`src/rtl/exp2_pipe.sv`:
```
// Pipelined Q5.3 antilog: out_data = floor(2^(e + f/8)), saturated to OUT_W bits.
// Three register stages (mantissa lookup, shift, truncate/saturate) under one global stall.
module exp2_pipe #(
    parameter int OUT_W = 32
) (
    input  logic             clk,
    input  logic             reset,
    input  logic             in_valid,
    output logic             in_ready,
    input  logic [7:0]       in_log,
    input  logic             in_zero,
    output logic             out_valid,
    input  logic             out_ready,
    output logic [OUT_W-1:0] out_data
);

    // round(128 * 2^(f/8)) in Q1.7
    localparam logic [7:0] MANT_LUT [8] = '{8'd128, 8'd140, 8'd152, 8'd166,
                                            8'd181, 8'd197, 8'd215, 8'd235};
    localparam logic [32:0] MAX_OUT = (33'd1 << OUT_W) - 33'd1;

    logic             adv;
    logic             s1_valid_reg;
    logic             s1_zero_reg;
    logic [4:0]       s1_exp_reg;
    logic [7:0]       s1_mant_reg;
    logic             s2_valid_reg;
    logic             s2_zero_reg;
    logic [38:0]      s2_prod_reg;
    logic             out_valid_reg;
    logic [OUT_W-1:0] out_data_reg;
    logic [31:0]      shifted;
    logic [OUT_W-1:0] out_data_next;

    // Stall is driven only by the output register, so in_ready never depends on in_valid.
    assign adv       = !out_valid_reg || out_ready;
    assign in_ready  = adv && !reset;
    assign out_valid = out_valid_reg;
    assign out_data  = out_data_reg;

    assign shifted = s2_prod_reg[38:7];

    always_comb begin
        out_data_next = '0;
        if (s2_zero_reg) begin
            out_data_next = '0;
        end else if ({1'b0, shifted} > MAX_OUT) begin
            out_data_next = '1;
        end else begin
            out_data_next = shifted[OUT_W-1:0];
        end
    end

    always_ff @(posedge clk) begin
        if (reset) begin
            s1_valid_reg  <= 1'b0;
            s1_zero_reg   <= 1'b0;
            s1_exp_reg    <= '0;
            s1_mant_reg   <= '0;
            s2_valid_reg  <= 1'b0;
            s2_zero_reg   <= 1'b0;
            s2_prod_reg   <= '0;
            out_valid_reg <= 1'b0;
            out_data_reg  <= '0;
        end else if (adv) begin
            s1_valid_reg  <= in_valid;
            s1_zero_reg   <= in_zero;
            s1_exp_reg    <= in_log[7:3];
            s1_mant_reg   <= MANT_LUT[in_log[2:0]];
            s2_valid_reg  <= s1_valid_reg;
            s2_zero_reg   <= s1_zero_reg;
            s2_prod_reg   <= {31'd0, s1_mant_reg} << s1_exp_reg;
            out_valid_reg <= s2_valid_reg;
            out_data_reg  <= out_data_next;
        end
    end

endmodule

```
`config.mk`:
```
export PLATFORM = sky130hd
export DESIGN_NAME = exp2_pipe
export DESIGN_NICKNAME = d
export VERILOG_FILES = /design/src/rtl/exp2_pipe.sv
export SDC_FILE = /design/constraint.sdc
export NUM_CORES = 1
export LEC_CHECK = 0
export BUFFER_PORTS_ARGS = -buffer_cell sky130_fd_sc_hd__buf_2
export CORE_ASPECT_RATIO = 1.75
export CORE_MARGIN = 2
export CORE_UTILIZATION = 25
export CTS_CLUSTER_SIZE = 25
export DETAILED_ROUTE_END_ITERATION = 6
export GPL_ROUTABILITY_DRIVEN = 0
export SYNTH_ARGS = -nofsm -noshare
export SYNTH_HDL_FRONTEND = slang
export SYNTH_SLANG_ARGS = --single-unit
```
`constraint.sdc`:
```
create_clock -name clk -period 3.22 [get_ports clk]
set_clock_uncertainty 0.05 [all_clocks]
set_input_delay 0.161 -clock clk [delete_from_list [all_inputs] [get_ports clk]]
set_output_delay 0.161 -clock clk [all_outputs]
set_load 0.05 [all_outputs]
```
==> impl_metrics.ini <==
[route]
drt-initial-drc-count = 230
routed_wl_microns = 10100
wl_per_cell_microns = 16.1
num_vias = 3170
drt_pass1_iterations = 7
avgViaCountPerCell = 5.05
ant_nets = 0
remaining_drc_errors = 0

[sta]
maxSlewViolCount = 0
final_hold_viol_count = 0
final.setup.tns_ps = 0
relSlewSlack_pct = 41.1
finalSetupViolCount = 0
max_freq_ghz = 0.441
fin_crit_sh_pct = 70.4
min_period_ps = 2270
grt_setup_unrepaired = false
worstMarginPinSlew_ps = 883

[floorplan]
die_y_microns = 165
core_sq_um = 14400
io_pins = 47
dieArea_sq_um = 15800
fp-row-count = 58
die-width_microns = 96.0
start_util_pct = 25.6

[clock_network]
path_clk_slew_ps = 60
ctsHoldBuffers = 0
worstSkewPairLatency_ps = 330
cts_tree = built
cts_setup_buffers = 0
cts_max_level = 3
root_buffer = clkbuf_16
cts-buffers-inserted = 9
clockBufferDepth = 2
cts-resized-gates = 0
clock_sinks = 82

[yosys]
synthDistinctLibCells = 45
synthesis.area_sq_um = 3700
syn_avg_cell_area_sq_um = 8.88
yosys.area_share.simple_pct = 22.7
synth_compound_area_share_pct = 18.9
synth_seq_cells = 82
synth_ff_type = dfxtp_1
synth.mux.area_fraction_pct = 7.67
ys_seq_area_share_pct = 44.3
netlist_instances = 417
syn_nets = 434
synth_adder_area_share_pct = 1.35
synthXorXnorAreaFrac_pct = 0
synth-edff-count = 0
synth_top_family_by_area = simple AND/OR/NAND/NOR gates
async_reset_ff_share_pct = 0
ys.warnings.count = 0

[power_and_ir_drop]
p_per_area_nw_per_um2 = 537
p_total_mw = 2.35
power_leakage_nw = 1.68
peakVddDrop_uv = 273

[layout]
syn2layout_area_growth_pct = 17.9
final_cell_mix = dfxtp_1 (82), nand2_1 (78), a21oi_1 (48), buf_2 (46), nand3b_1 (36)
stdcell_area_sq_um = 4370
drive_gt1_share_pct = 18.8
fillCellCount = 1499
multi_input_area_sq_um = 1880
regArea_sq_um = 1640
nNetsFinal = 460
n_antenna_cell = 0
final_util_pct = 30.2
final_common_cell = dfxtp_1

[place]
placed_area_sq_um = 4050
port_buffers = 46
dpl.hpwl_microns = 7410

[global_routing]
grt_antenna_before_repair = 0
grt_pass1_vias = 3206
gr-total-overflow = 0
grt_max_degree = 60
grt_use_total_pct = 13.4
grt_pass1_wl_microns = 16200

[hold_path]
hold_class = input port to flop

[critical_path]
end_kind = flop
path_max_fanout = 27
cp.arrival_ps = 2440
cp-start-kind = flop
critPathRequiredTime_ps = 3390
criticalPathCategory = flop to flop

[status]
status = finished, final reports clean

[flow_run]
maxCapViolCount = 0
## kinds of logic (layout without fill, tap and decap cells)
| group | after synthesis | in the layout |
|---|---|---|
| AND/OR/NAND/NOR | 163 | 163 |
| AO/OA/AOI/OAI | 104 | 104 |
| flip-flops | 82 | 82 |
| buffers and inverters | 43 | 74 |
| multiplexers | 21 | 21 |
| adder cells (fa/ha/maj) | 4 | 4 |
## metrics by stage
stage | std cells | hold slack [ps] | worst slack [ps]
2_1_floorplan | 417 | 251 | 1410
3_3_place_gp | 612 | 364 | 1030
3_5_place_dp | 612 | 368 | 976
4_1_cts | 628 | 17.1 | 976
5_1_grt | 628 | 24.9 | 812
6_report | 628 | 23.1 | 952
## layout make-up
cell class              instances  area share [%]
clock buffers                  11            5.79
clock inverters                 5            1.38
inverters                       5           0.430
multi-input cells             292            43.2
flip-flops and latches         82            37.6
well taps                     180            5.16
repair buffers                 53            6.48
## cells in the mapped netlist, types with 5 or more instances
library cell,instances,share of area [%]
nand3b_1,36,7.3
a22o_1,12,2.8
a32o_1,5,1.4
mux2i_1,10,2.7
inv_1,5,0.51
a21oi_1,48,6.5
nor2_1,16,1.6
buf_2,9,1.2
clkbuf_1,18,1.8
nor4_1,5,0.84
nand2_1,78,7.9
dfxtp_1,82,44
mux2_2,6,1.8
buf_1,9,0.91
o21ai_0,9,1.2
## power by group
part           switching (mW)  internal, mW  total, mW
Clock                   0.407         0.647       1.05
Combinational           0.124        0.0774      0.201
Sequential             0.0482          1.04       1.09
## worst paths after layout
check	start	endpoint	slack (ps)	cells past startpoint
min reg2reg	s2_prod_reg[14]$_SDFFE_PP0P_	s2_prod_reg[14]$_SDFFE_PP0P_	390	2
max	s1_exp_reg[1]$_SDFFE_PP0P_	s2_prod_reg[28]$_SDFFE_PP0P_	950	4
max reg2reg	s1_exp_reg[1]$_SDFFE_PP0P_	s2_prod_reg[28]$_SDFFE_PP0P_	950	4
min	in_zero	s1_zero_reg$_SDFFE_PP0P_	20	3
## routing by layer
layer  routed length, microns  GRT usage (%)  vias to the layer above
met2                     5570           24.9                      102
li1                         -              -                     1549
met3                      495           2.65                       30
met5                        0              0                        -
met4                      533           9.16                        0
met1                     3510           12.6                     1489
## worst max-delay path, stage by stage, from the launching register on
cell     delay (ps)
dfxtp_1         900
mux2_2          430
mux2i_1         390
nor2b_1         120
a221o_1         270
Note: power is estimated with default switching activity, not from simulation.
